File: config.mk
export PLATFORM = sky130hd
export DESIGN_NAME = dmem_lsu
export DESIGN_NICKNAME = d
export VERILOG_FILES = /design/src/rtl/dmem_pkg.sv /design/src/rtl/dmem_lane_align.sv /design/src/rtl/dmem_lsu.sv
export SDC_FILE = /design/constraint.sdc
export NUM_CORES = 1
export LEC_CHECK = 0
export CORE_MARGIN = 2
export CORE_UTILIZATION = 59
export DETAILED_ROUTE_END_ITERATION = 16
export HOLD_SLACK_MARGIN = 0.02
export PLACE_DENSITY = 0.9
export SLEW_MARGIN = 15
export SYNTH_ARGS = -nofsm -noshare
export SYNTH_HDL_FRONTEND = slang
export SYNTH_SLANG_ARGS = --single-unit
File: constraint.sdc
create_clock -name clk -period 3.5 [get_ports clk]
set_clock_uncertainty 0.15 [all_clocks]
set_input_delay 0.35 -clock clk [delete_from_list [all_inputs] [get_ports clk]]
set_output_delay 0.35 -clock clk [all_outputs]
set_load 0.005 [all_outputs]
File: src/rtl/dmem_pkg.sv
// rtl/dmem_pkg.sv - shared size encodings, FSM states and misalignment check for dmem_lsu
package dmem_pkg;

    localparam logic [1:0] SZ_B   = 2'b00;
    localparam logic [1:0] SZ_H   = 2'b01;
    localparam logic [1:0] SZ_W   = 2'b10;
    localparam logic [1:0] SZ_ILL = 2'b11;

    typedef enum logic [1:0] {
        S_IDLE,
        S_WAIT,
        S_RESP
    } state_e;

    function automatic logic misaligned(input logic [1:0] size, input logic [1:0] addr_lo);
        case (size)
            SZ_H:    misaligned = addr_lo[0];
            SZ_W:    misaligned = (addr_lo != 2'b00);
            default: misaligned = 1'b0;
        endcase
    endfunction

endpackage

File: src/rtl/dmem_lane_align.sv
// rtl/dmem_lane_align.sv - store byte-enable/data replication and load lane extraction/extension
module dmem_lane_align
    import dmem_pkg::*;
(
    input  logic [1:0]  size,
    input  logic [1:0]  addr_lo,
    input  logic        unsigned_ld,
    input  logic [31:0] wdata,
    input  logic [31:0] rword,
    output logic [3:0]  be,
    output logic [31:0] wdata_sh,
    output logic [31:0] rdata_ext
);

    logic [7:0]  rbyte;
    logic [15:0] rhalf;

    always_comb begin
        be        = 4'b0000;
        wdata_sh  = '0;
        rdata_ext = '0;
        rbyte     = rword[{addr_lo, 3'b000} +: 8];
        rhalf     = addr_lo[1] ? rword[31:16] : rword[15:0];
        // Data is replicated across lanes so the byte-enable alone picks the target.
        case (size)
            SZ_B: begin
                be        = 4'b0001 << addr_lo;
                wdata_sh  = {4{wdata[7:0]}};
                rdata_ext = {{24{~unsigned_ld & rbyte[7]}}, rbyte};
            end
            SZ_H: begin
                be        = addr_lo[1] ? 4'b1100 : 4'b0011;
                wdata_sh  = {2{wdata[15:0]}};
                rdata_ext = {{16{~unsigned_ld & rhalf[15]}}, rhalf};
            end
            SZ_W: begin
                be        = 4'b1111;
                wdata_sh  = wdata;
                rdata_ext = rword;
            end
            default: ;
        endcase
    end

endmodule

File: src/rtl/dmem_lsu.sv
// rtl/dmem_lsu.sv - handshaked byte/half/word data memory with wait states; DMEM_MISALIGN_TRAP_EN enables misalignment errors
module dmem_lsu
    import dmem_pkg::*;
#(
    parameter int DEPTH       = 8,
    parameter int WAIT_CYCLES = 0
) (
    input  logic        clk,
    input  logic        reset,
    input  logic        req_valid,
    output logic        req_ready,
    input  logic        req_write,
    input  logic [1:0]  req_size,
    input  logic        req_unsigned,
    input  logic [31:0] req_addr,
    input  logic [31:0] req_wdata,
    output logic        rsp_valid,
    input  logic        rsp_ready,
    output logic [31:0] rsp_rdata,
    output logic        rsp_err
);

    localparam int AW = $clog2(DEPTH);

    state_e          state;
    logic [3:0]      cnt;
    logic            l_write;
    logic [1:0]      l_size;
    logic            l_unsigned;
    logic [AW+1:0]   l_addr;
    logic [31:0]     l_wdata;

    logic            a_write;
    logic [1:0]      a_size;
    logic            a_unsigned;
    logic [AW+1:0]   a_addr;
    logic [31:0]     a_wdata;
    logic [AW-1:0]   widx;
    logic            bad;
    logic            do_access;
    logic            do_write;
    logic [3:0]      be;
    logic [31:0]     wdata_sh;
    logic [31:0]     rdata_ext;
    logic [31:0]     words [DEPTH];
    logic            unused_addr;

    assign unused_addr = ^req_addr[31:AW+2];

    // Zero-wait accesses use the live request; delayed ones use the latched copy.
    always_comb begin
        a_write    = (state == S_IDLE) ? req_write      : l_write;
        a_size     = (state == S_IDLE) ? req_size       : l_size;
        a_unsigned = (state == S_IDLE) ? req_unsigned   : l_unsigned;
        a_addr     = (state == S_IDLE) ? req_addr[AW+1:0] : l_addr;
        a_wdata    = (state == S_IDLE) ? req_wdata      : l_wdata;
        widx       = a_addr[AW+1:2];
`ifdef DMEM_MISALIGN_TRAP_EN
        bad        = (a_size == SZ_ILL) || misaligned(a_size, a_addr[1:0]);
`else
        bad        = (a_size == SZ_ILL);
`endif
        do_access  = ((state == S_IDLE) && req_valid && (WAIT_CYCLES == 0)) ||
                     ((state == S_WAIT) && (cnt == 4'd1));
        do_write   = do_access && a_write && !bad;
    end

    dmem_lane_align u_align (
        .size        (a_size),
        .addr_lo     (a_addr[1:0]),
        .unsigned_ld (a_unsigned),
        .wdata       (a_wdata),
        .rword       (words[widx]),
        .be          (be),
        .wdata_sh    (wdata_sh),
        .rdata_ext   (rdata_ext)
    );

    // Storage is deliberately outside the reset domain: contents survive reset.
    for (genvar g = 0; g < DEPTH; g++) begin : g_word
        logic [31:0] word = 32'(g);
        always_ff @(posedge clk) begin
            if (do_write && (widx == AW'(g))) begin
                for (int b = 0; b < 4; b++) begin
                    if (be[b]) word[8*b +: 8] <= wdata_sh[8*b +: 8];
                end
            end
        end
        assign words[g] = word;
    end

    always_ff @(posedge clk or posedge reset) begin
        if (reset) begin
            state      <= S_IDLE;
            cnt        <= '0;
            req_ready  <= 1'b1;
            rsp_valid  <= 1'b0;
            rsp_rdata  <= '0;
            rsp_err    <= 1'b0;
            l_write    <= 1'b0;
            l_size     <= SZ_B;
            l_unsigned <= 1'b0;
            l_addr     <= '0;
            l_wdata    <= '0;
        end else begin
            if (do_access) begin
                rsp_rdata <= (a_write || bad) ? 32'd0 : rdata_ext;
                rsp_err   <= bad;
                rsp_valid <= 1'b1;
                state     <= S_RESP;
            end
            case (state)
                S_IDLE: begin
                    if (req_valid) begin
                        l_write    <= req_write;
                        l_size     <= req_size;
                        l_unsigned <= req_unsigned;
                        l_addr     <= req_addr[AW+1:0];
                        l_wdata    <= req_wdata;
                        req_ready  <= 1'b0;
                        if (WAIT_CYCLES != 0) begin
                            cnt   <= 4'(WAIT_CYCLES);
                            state <= S_WAIT;
                        end
                    end
                end
                S_WAIT: begin
                    if (cnt != 4'd1) cnt <= cnt - 4'd1;
                end
                S_RESP: begin
                    if (rsp_ready) begin
                        rsp_valid <= 1'b0;
                        req_ready <= 1'b1;
                        state     <= S_IDLE;
                    end
                end
                default: state <= S_IDLE;
            endcase
        end
    end

endmodule

==> impl_metrics.csv, run 1 <==
group,metric,value,unit
placement,detailed_place_hpwl,23900,microns
flow_run,cap_violations,0,
floorplanning,dieArea,25700,sq um
synthesis,synth_warnings,0,
drt,via_count,10600,
floorplanning,rows,57,
synthesis,ys.flop_type,"edfxtp_1",
clock_tree,cts.clk_slew.worst_paths,0.07,ns
layout,fin_cells,1520,
placement,io_buffers,79,
drt,ant_nets,0,
critical_path,path_class,"flop to flop",
critical_path,cpMostUsedCell,"o22ai_1",
synthesis,synth_top_area_share,53.4,%
global_route,gr-usage-all-layers,29.8,%
layout,fin_area,17000,sq um
critical_path,start_kind,"flop",
synthesis,synthCells,1043,
critical_path,cp_num_cells,8,
clock_tree,htreeDepth,2,
global_route,grt_pass1_wl,58200,microns
synthesis,async_flop_share,24.3,%
critical_path,reg2reg_from,"l_addr[2]",
clock_tree,cts_resized,0,
clock_tree,cts_sinks,338,
layout,diodes,0,
critical_path,endpoint_kind,"flop",
power,power.leakage,6.18,nW
synthesis,synth_area_leaders,"edfxtp_1, dfrtp_1, o22ai_1",
drt,dr.pass1.iters,9,
critical_path,path_delay_family,"compound AO/OA/AOI/OAI gates",
critical_path,worst-r2r-cell-count,8,
global_route,grt_pass1_vias,10200,
sta,tightest_slew,1.34,ns
hold_path,hold_path_class,"primary input to async pin",
outcome,status,"finished with violations",
critical_path,r2r_setup_slack,-0.15,ns
synthesis,synth_nets,1117,
synthesis,synthDistinctLibCells,59,
floorplanning,die_y,160,microns
placement,dp.cells,1453,
synthesis,syn_avg_cell_area,13.8,sq um
layout,final_nets,1244,
critical_path,regToRegEndpoint,"rsp_rdata[2]",
outcome,violations,"setup timing",
clock_tree,cts_root_buf,"clkbuf_16",
sta,final-hold-violation-count,0,
critical_path,path_cells,"inv_1, a31oi_2, o22ai_1, nor3_1, a21oi_1, mux2_2, o22ai_1, a221o_1",
drt,routedWlPerCell,27.4,microns
power,max-vdd-ir-drop,0.520,mV
clock_tree,clk_latency,0.53,ns
floorplanning,pin_count,107,
drt,wl,41700,microns
synthesis,synth-seq-cells,338,
sta,fin_setup_tns,-2.93,ns
clock_tree,cts_hold_buf,0,
global_route,grt_overflow,0,
layout,drive_above_1_share,20.1,%
drt,via_per_inst,6.97,
sta,slew_violations,0,
synthesis,yosysSeqAreaShare,67.7,%
critical_path,cp_slowest_cell,"a31oi_2",
drt,drtIter0Drc,1694,
critical_path,crit_start,"l_addr[2]",
global_route,grt_max_degree,43,
drt,drc,0,
global_route,grt_antenna_before_repair,0,
floorplanning,initial_utilization,59.7,%
sta,period_minus_slack,3.65,ns
sta,layout_setup_ws,-0.155,ns
floorplanning,die_w,160,microns
critical_path,cp_max_fo,14,
sta,relSlewSlack,10.6,%
clock_tree,tritoncts,"done",
layout,mostFrequentLayoutCells,"edfxtp_1, o22ai_1, nor2_1, nand2_1, dfrtp_1",
clock_tree,post-cts-setup-buffers,0,
critical_path,slowest_delay,1.15,ns
sta,fin_crit_sh,104,%
placement,placed_area,15800,sq um
clock_tree,cts_max_path_buffers,3,
clock_tree,cts_buffers,35,
placement,gp_congestion,0.843,
critical_path,crit_required,3.80,ns
sta,clock.fmax,274,MHz
floorplanning,core-area,24100,sq um
layout,areaGrowthSynthToFinish,18.3,%
sta,finalSetupViolCount,38,
critical_path,crit_arrival,3.96,ns
synthesis,synth_edf_count,256,
power,power_per_cell_area,678,nW/um^2
placement,dp_slack,-0.0598,ns
critical_path,timing.critical_path.buf_inv,1,
synthesis,syn_area,14400,sq um
synthesis,synth_top_area_cell,"edfxtp_1",
layout,layout_commonest_cell,"edfxtp_1",
[cell usage after synthesis (2+ instances only)]
cell,n
o21ai_1,5
mux2_2,51
nor3_1,21
ha_1,2
nor4_2,2
a21o_1,2
a211oi_1,5
buf_2,22
inv_1,10
nand3b_1,2
a21oi_1,34
a31oi_4,3
mux2i_4,2
a21oi_2,8
nand4_1,3
clkbuf_1,19
mux2_1,3
nand3_1,7
a22oi_1,8
nor3b_1,2
and3_1,4
mux2i_1,33
o22ai_1,147
o21ai_0,24
o211ai_2,12
nand2_1,84
nor3_2,12
o221ai_2,2
nand2b_1,8
nor2b_1,5
or3_1,7
nor2_1,91
o211ai_1,7
o221ai_1,2
buf_1,2
and2_1,2
a221o_1,6
xnor2_1,2
buf_4,11
edfxtp_1,256
buf_6,17
dfrtp_1,81
[layer usage]
metal,GRT usage [%],routed length (microns),share of wire [%]
met1,39.5,13800,33
met4,15.7,2730,6.5
met2,45.7,18800,45
met3,8.21,6380,15
met5,0,0,0
[logic make-up (layout without fill, tap and decap cells)]
kind of cell	Yosys count	in the layout	share of synthesized area, %
flops	338	338	67.7
xor+xnor	2	2	0.122
buf+inv	81	230	3.48
compound gates	275	279	13.2
fa+ha+maj	2	2	0.174
simple gates	256	256	8.50
mux	89	89	6.83
[worst reg2reg max path, delay by kind of cell, from the launching register on]
kind / cells / cell delay [ns]
buffers and inverters: 1 / 0.37
flip-flops: 1 / 0.64
AO/OA/AOI/OAI: 5 / 1.86
multiplexers: 1 / 0.30
AND/OR/NAND/NOR: 1 / 0.27
[area by class of cell]
class                      instances  area (sq um)
clock buffer                      50          1040
timing repair buffer             157          1410
inverter                          10          38.8
fill                            1436          7080
multi-input combinational        628          4280
sequential                       338          9740
clock inverter                    13           114
tap                              324           405
[stage by stage]
step | power [mW] | utilization [%] | hold WS, ns
2_1_floorplan | 6.62 | - | 0.307
3_3_place_gp | 7.45 | 65.4 | 0.327
3_5_place_dp | 7.59 | 65.4 | 0.323
4_1_cts | 11.3 | 70.2 | 0.130
5_1_grt | 11.8 | 70.6 | 0.171
6_report | 11.5 | 70.6 | 0.0993
[where the power goes]
part           internal (mW)  switching, mW  leakage (nW)
Sequential              4.83          0.185          3.35
Combinational           1.01           1.78          2.27
Clock                   2.21           1.52         0.566
Total                   8.05           3.49          6.18
[flip-flops by register name, summed over array words and instances (netlist names)]
signal,cells
state,2
rsp_valid,1
rsp_err,1
l_size,2
req_ready,1
cnt,4
l_addr,5
l_write,1
rsp_rdata,32
g_word.word,256
l_unsigned,1
l_wdata,32
[worst max path at each step]
stage                             end
floorplan           g_word[0].word[0]
global placement        rsp_rdata[28]
detailed placement      rsp_rdata[26]
CTS                      rsp_rdata[2]
global route             rsp_rdata[6]
finish                   rsp_rdata[2]
No activity file was read; power rests on OpenSTA's default activity.
==> inputs of run 2 (changes only) <==
--- a/config.mk
+++ b/config.mk
@@ -6,10 +6,10 @@
 export NUM_CORES = 1
 export LEC_CHECK = 0
 export CORE_MARGIN = 2
-export CORE_UTILIZATION = 59
+export CORE_UTILIZATION = 60
 export DETAILED_ROUTE_END_ITERATION = 16
 export HOLD_SLACK_MARGIN = 0.02
-export PLACE_DENSITY = 0.9
+export PLACE_DENSITY = 0.91
 export SLEW_MARGIN = 15
 export SYNTH_ARGS = -nofsm -noshare
 export SYNTH_HDL_FRONTEND = slang
==> constraint.sdc (replaced) <==
create_clock -name clk -period 4.3 [get_ports clk]
set_clock_uncertainty 0.15 [all_clocks]
set_input_delay 0.43 -clock clk [delete_from_list [all_inputs] [get_ports clk]]
set_output_delay 0.43 -clock clk [all_outputs]
set_load 0.005 [all_outputs]
==> run 2 against run 1 <==
  * The run now ends clean
  * Critical path type unchanged
  * Critical endpoint is now rsp_rdata[0]
  * Via count shrank 5.3%
  * Sequential share of layout area grew 0.86 points
  * Die area shrank 1.6%
  * Utilization grew 0.60 points
  * Clock-buffer cell count shrank 3
  * Routed wire length shrank 10%
  * Non-clock buffer count shrank 15
  * Final cell count shrank 1.6%
  * Largest cell class unchanged
  * Worst hold slack gained 0.17 ns
  * First-iteration DRC count shrank 6.9%
  * Sequential power shrank 19%
  * Worst setup slack gained 0.66 ns
==> impl_metrics.csv, run 2 (synthesis results as in run 1) <==
group,metric,value,unit
outcome,status,"complete, no violations",
global_route,grt_pass1_vias,10200,
clock_tree,clk_latency,0.52,ns
global_route,gr-usage-all-layers,29.7,%
power,max-vdd-ir-drop,0.409,mV
critical_path,crit_required,4.60,ns
clock_tree,cts_buffers,34,
placement,io_buffers,79,
flow_run,cap_violations,0,
drt,via_count,10000,
sta,tightest_slew,1.08,ns
layout,largest-register,"g_word.word",
clock_tree,cts_resized,0,
layout,final_nets,1224,
placement,dp_slack,0.537,ns
critical_path,path_class,"flop to flop",
sta,clock.fmax,263,MHz
drt,via_per_inst,6.71,
floorplanning,core-area,23500,sq um
sta,period_minus_slack,3.80,ns
sta,fin_crit_sh,88.3,%
power,power.leakage,6.08,nW
sta,fin_setup_tns,0,ns
placement,detailed_place_hpwl,23400,microns
layout,reg_top3,"g_word.word (256), l_wdata (32), rsp_rdata (32)",
global_route,grt_pass1_wl,57500,microns
sta,rsz0062_at_grt,"false",
clock_tree,tritoncts,"done",
power,total_power,9.15,mW
sta,final-hold-violation-count,0,
layout,diodes,0,
drt,dr.pass1.iters,6,
sta,layout_setup_ws,0.504,ns
critical_path,endpoint_kind,"flop",
drt,routedWlPerCell,25.1,microns
floorplanning,die_y,159,microns
drt,wl,37500,microns
critical_path,crit_arrival,4.09,ns
clock_tree,htreeDepth,2,
floorplanning,rows,56,
clock_tree,post-cts-setup-buffers,0,
layout,drive_above_1_share,18.5,%
clock_tree,cts.clk_slew.worst_paths,0.06,ns
layout,layout_commonest_cell,"edfxtp_1",
drt,drtIter0Drc,1577,
clock_tree,cts_hold_buf,0,
clock_tree,cts_root_buf,"clkbuf_16",
global_route,grt_antenna_before_repair,0,
floorplanning,dieArea,25200,sq um
floorplanning,die_w,159,microns
power,power_per_cell_area,546,nW/um^2
layout,largest_reg_flops,256,
layout,fin_cells,1495,
clock_tree,cts_sinks,338,
clock_tree,cts_max_path_buffers,3,
drt,drc,0,
global_route,grt_max_degree,65,
critical_path,cp_max_fo,31,
drt,ant_nets,0,
sta,slew_violations,0,
placement,dp.cells,1433,
floorplanning,pin_count,107,
sta,relSlewSlack,28.0,%
floorplanning,initial_utilization,61.1,%
hold_path,hold_path_class,"primary input to async pin",
placement,gp_congestion,0.852,
global_route,grt_overflow,0,
layout,mostFrequentLayoutCells,"edfxtp_1, o22ai_1, nor2_1, nand2_1, dfrtp_1",
sta,finalSetupViolCount,0,
layout,areaGrowthSynthToFinish,16.5,%
critical_path,start_kind,"flop",
[run 2: final timing paths]
| path | from | to | slack, ns | cells past startpoint |
|---|---|---|---|---|
| setup / recovery | state[1] | rsp_rdata[0] | 0.50 | 9 |
| hold / removal | reset | cnt[2] | 0.27 | 2 |
| setup reg to reg | state[1] | rsp_rdata[0] | 0.50 | 9 |
| hold reg to reg | rsp_rdata[17] | rsp_rdata[17] | 0.34 | 2 |
| max in group asynchronous | reset | rsp_rdata[29] | 2.77 | 3 |
| min in group clk | rsp_rdata[17] | rsp_rdata[17] | 0.34 | 2 |
[run 2: layout make-up]
| type | instances | area [sq um] |
|---|---|---|
| Sequential cell | 338 | 9740 |
| Multi-Input combinational cell | 624 | 4170 |
| Inverter | 10 | 38.8 |
| Clock buffer | 47 | 973 |
| Timing Repair Buffer | 142 | 1300 |
| Clock inverter | 15 | 145 |
| Fill cell | 1414 | 6770 |
| Tap cell | 319 | 399 |
[run 2: per-stage QoR]
stage	hold slack [ns]	cell area (sq um)	util, %
after floorplan	0.318	14400	-
after global placement	0.324	15700	66.5
after detailed placement	0.326	15700	66.5
after CTS	0.288	16800	71.2
after global routing	0.351	16800	71.2
final	0.270	16800	71.2
[run 2: metal layers]
layer / up-vias / global-route usage, % / share of wire (%)
met4: 0 / 12.2 / 3.6
met1: 4814 / 39.2 / 35
met3: 138 / 7.71 / 13
met5: - / 0 / 0
met2: 832 / 47.5 / 48
li1: 4243 / - / -
[run 2: where the power goes]
part           leakage, nW  total, mW  switching (mW)  internal (mW)
Sequential            3.35       4.07           0.140           3.93
Clock                0.554       2.96            1.19           1.77
Combinational         2.18       2.12            1.34          0.780
Total                 6.08       9.15            2.67           6.48
[run 2: critical path: stages (launching register included)]
cell	delay, ns
dfrtp_1	0.55
or2_2	0.56
a31oi_4	0.94
buf_4	0.32
o22ai_1	0.09
nor3_1	0.29
a21oi_1	0.17
mux2_2	0.34
o22ai_1	0.15
a221o_1	0.16
==> inputs of run 3 (changes only) <==
--- a/config.mk
+++ b/config.mk
@@ -9,7 +9,8 @@
 export CORE_UTILIZATION = 60
 export DETAILED_ROUTE_END_ITERATION = 16
 export HOLD_SLACK_MARGIN = 0.02
-export PLACE_DENSITY = 0.91
+export PLACE_DENSITY = 0.78
+export REMOVE_ABC_BUFFERS = 1
 export SLEW_MARGIN = 15
 export SYNTH_ARGS = -nofsm -noshare
 export SYNTH_HDL_FRONTEND = slang
==> run 3 against run 2 <==
  * Global-route usage decreased by 2.7 points
  * Sequential power hardly changed
  * Flip-flop and latch count unchanged
  * Worst setup slack got worse by 0.048 ns
  * Combinational power is 4% lower
  * Via count down 5.6%
  * Largest power group unchanged
==> impl_metrics.csv, run 3 (synthesis results as in run 1) <==
group,metric,value,unit
critical_path,r2r_setup_slack,0.46,ns
critical_path,timing.critical_path.buf_inv,1,
drt,via_per_inst,6.34,
floorplanning,core-area,23500,sq um
sta,tightest_slew,1.16,ns
sta,whs,0.110,ns
global_route,gr-usage-all-layers,27.0,%
drt,ant_nets,0,
drt,via_count,9464,
placement,placed_area,15600,sq um
drt,drc,0,
critical_path,path_cells,"or2_2, a31oi_4, buf_4, o22ai_1, nor3_1, a21oi_1, mux2_1, o22ai_1, a221o_1",
sta,period_minus_slack,3.84,ns
critical_path,cpMostUsedCell,"o22ai_1",
clock_tree,clk_latency,0.51,ns
sta,final-hold-violation-count,0,
global_route,grt_max_degree,44,
clock_tree,htreeDepth,2,
clock_tree,cts_resized,0,
global_route,grt_antenna_before_repair,0,
critical_path,reg2reg_from,"state[1]",
critical_path,start_kind,"flop",
floorplanning,die_w,159,microns
critical_path,slowest_delay,0.99,ns
critical_path,cp_max_fo,33,
layout,areaGrowthSynthToFinish,16.6,%
power,power_per_cell_area,545,nW/um^2
outcome,status,"complete, no violations",
global_route,grt_pass1_wl,52400,microns
floorplanning,dieArea,25200,sq um
sta,fin_crit_sh,89.4,%
sta,rsz0062_at_grt,"false",
placement,dp_slack,0.440,ns
layout,drive_above_1_share,18.6,%
global_route,grt_pass1_vias,9242,
layout,fin_area,16800,sq um
placement,gp_congestion,0.862,
floorplanning,pin_count,107,
global_route,grt_overflow,0,
power,total_power,9.14,mW
clock_tree,cts.clk_slew.worst_paths,0.07,ns
floorplanning,initial_utilization,61.1,%
layout,reg_top3,"g_word.word (256), l_wdata (32), rsp_rdata (32)",
clock_tree,cts_root_buf,"clkbuf_16",
drt,routedWlPerCell,23.0,microns
clock_tree,cts_sinks,338,
clock_tree,cts_hold_buf,0,
critical_path,endpoint_kind,"flop",
drt,dr.pass1.iters,7,
drt,wl,34300,microns
clock_tree,cts_buffers,34,
layout,final_nets,1223,
layout,largest-register,"g_word.word",
power,max-vdd-ir-drop,0.329,mV
layout,final_core_util,71.3,%
layout,layout_commonest_cell,"edfxtp_1",
power,power.leakage,6.08,nW
placement,detailed_place_hpwl,22400,microns
critical_path,cp_slowest_cell,"a31oi_4",
floorplanning,rows,56,
critical_path,crit_required,4.59,ns
layout,fin_cells,1492,
flow_run,cap_violations,0,
placement,dp.cells,1432,
layout,largest_reg_flops,256,
sta,layout_setup_ws,0.456,ns
clock_tree,tritoncts,"done",
layout,diodes,0,
placement,io_buffers,79,
clock_tree,post-cts-setup-buffers,0,
layout,mostFrequentLayoutCells,"edfxtp_1, o22ai_1, nor2_1, nand2_1, dfrtp_1",
critical_path,path_delay_family,"compound AO/OA/AOI/OAI gates",
critical_path,crit_arrival,4.13,ns
sta,relSlewSlack,22.5,%
clock_tree,cts_max_path_buffers,3,
sta,fin_setup_tns,0,ns
drt,drtIter0Drc,1059,
sta,clock.fmax,260,MHz
critical_path,regToRegEndpoint,"rsp_rdata[2]",
hold_path,hold_path_class,"primary input to async pin",
sta,finalSetupViolCount,0,
critical_path,path_class,"flop to flop",
layout,fillers,1562,
sta,slew_violations,0,
critical_path,worst-r2r-cell-count,9,
floorplanning,die_y,159,microns
==> run 3: changes by cell type in the layout (fill, tap and decap cells not counted), sizes merged <==
cell    previous run  this run
buf               63        62
clkinv            13        15
clkbuf            47        41
bufinv             3         5
==> run 3: area by class of cell <==
| cell class | count | area [sq um] | share of cell area, % |
|---|---|---|---|
| clock buffers | 41 | 941 | 5.61 |
| inverters | 10 | 38.8 | 0.231 |
| repair buffers | 141 | 1270 | 7.56 |
| multi-input cells | 624 | 4180 | 24.9 |
| flip-flops and latches | 338 | 9740 | 58.0 |
| well taps | 319 | 399 | 2.38 |
| clock inverters | 19 | 213 | 1.27 |
==> run 3: power breakdown <==
| part | total [mW] | leakage [nW] | internal (mW) | switching [mW] |
|---|---|---|---|---|
| Clock | 3.03 | 0.572 | 1.86 | 1.17 |
| Sequential | 4.07 | 3.35 | 3.93 | 0.139 |
| Combinational | 2.04 | 2.16 | 0.775 | 1.26 |
==> run 3: worst max path at each step <==
stage	start	endpoint	cells after the start
floorplan	state[1]	rsp_rdata[26]	8
global placement	req_addr[3]	rsp_rdata[2]	10
detailed placement	req_addr[3]	rsp_rdata[30]	9
CTS	state[1]	rsp_rdata[2]	9
global route	state[1]	rsp_rdata[2]	9
finish	state[1]	rsp_rdata[2]	9
==> run 3: routing by layer <==
layer	track usage (%)	vias up	share of wire, %
met4	10.9	0	3.5
met3	7.18	85	11
li1	-	4229	-
met2	41.8	544	46
met1	36.9	4606	40
met5	0	-	0
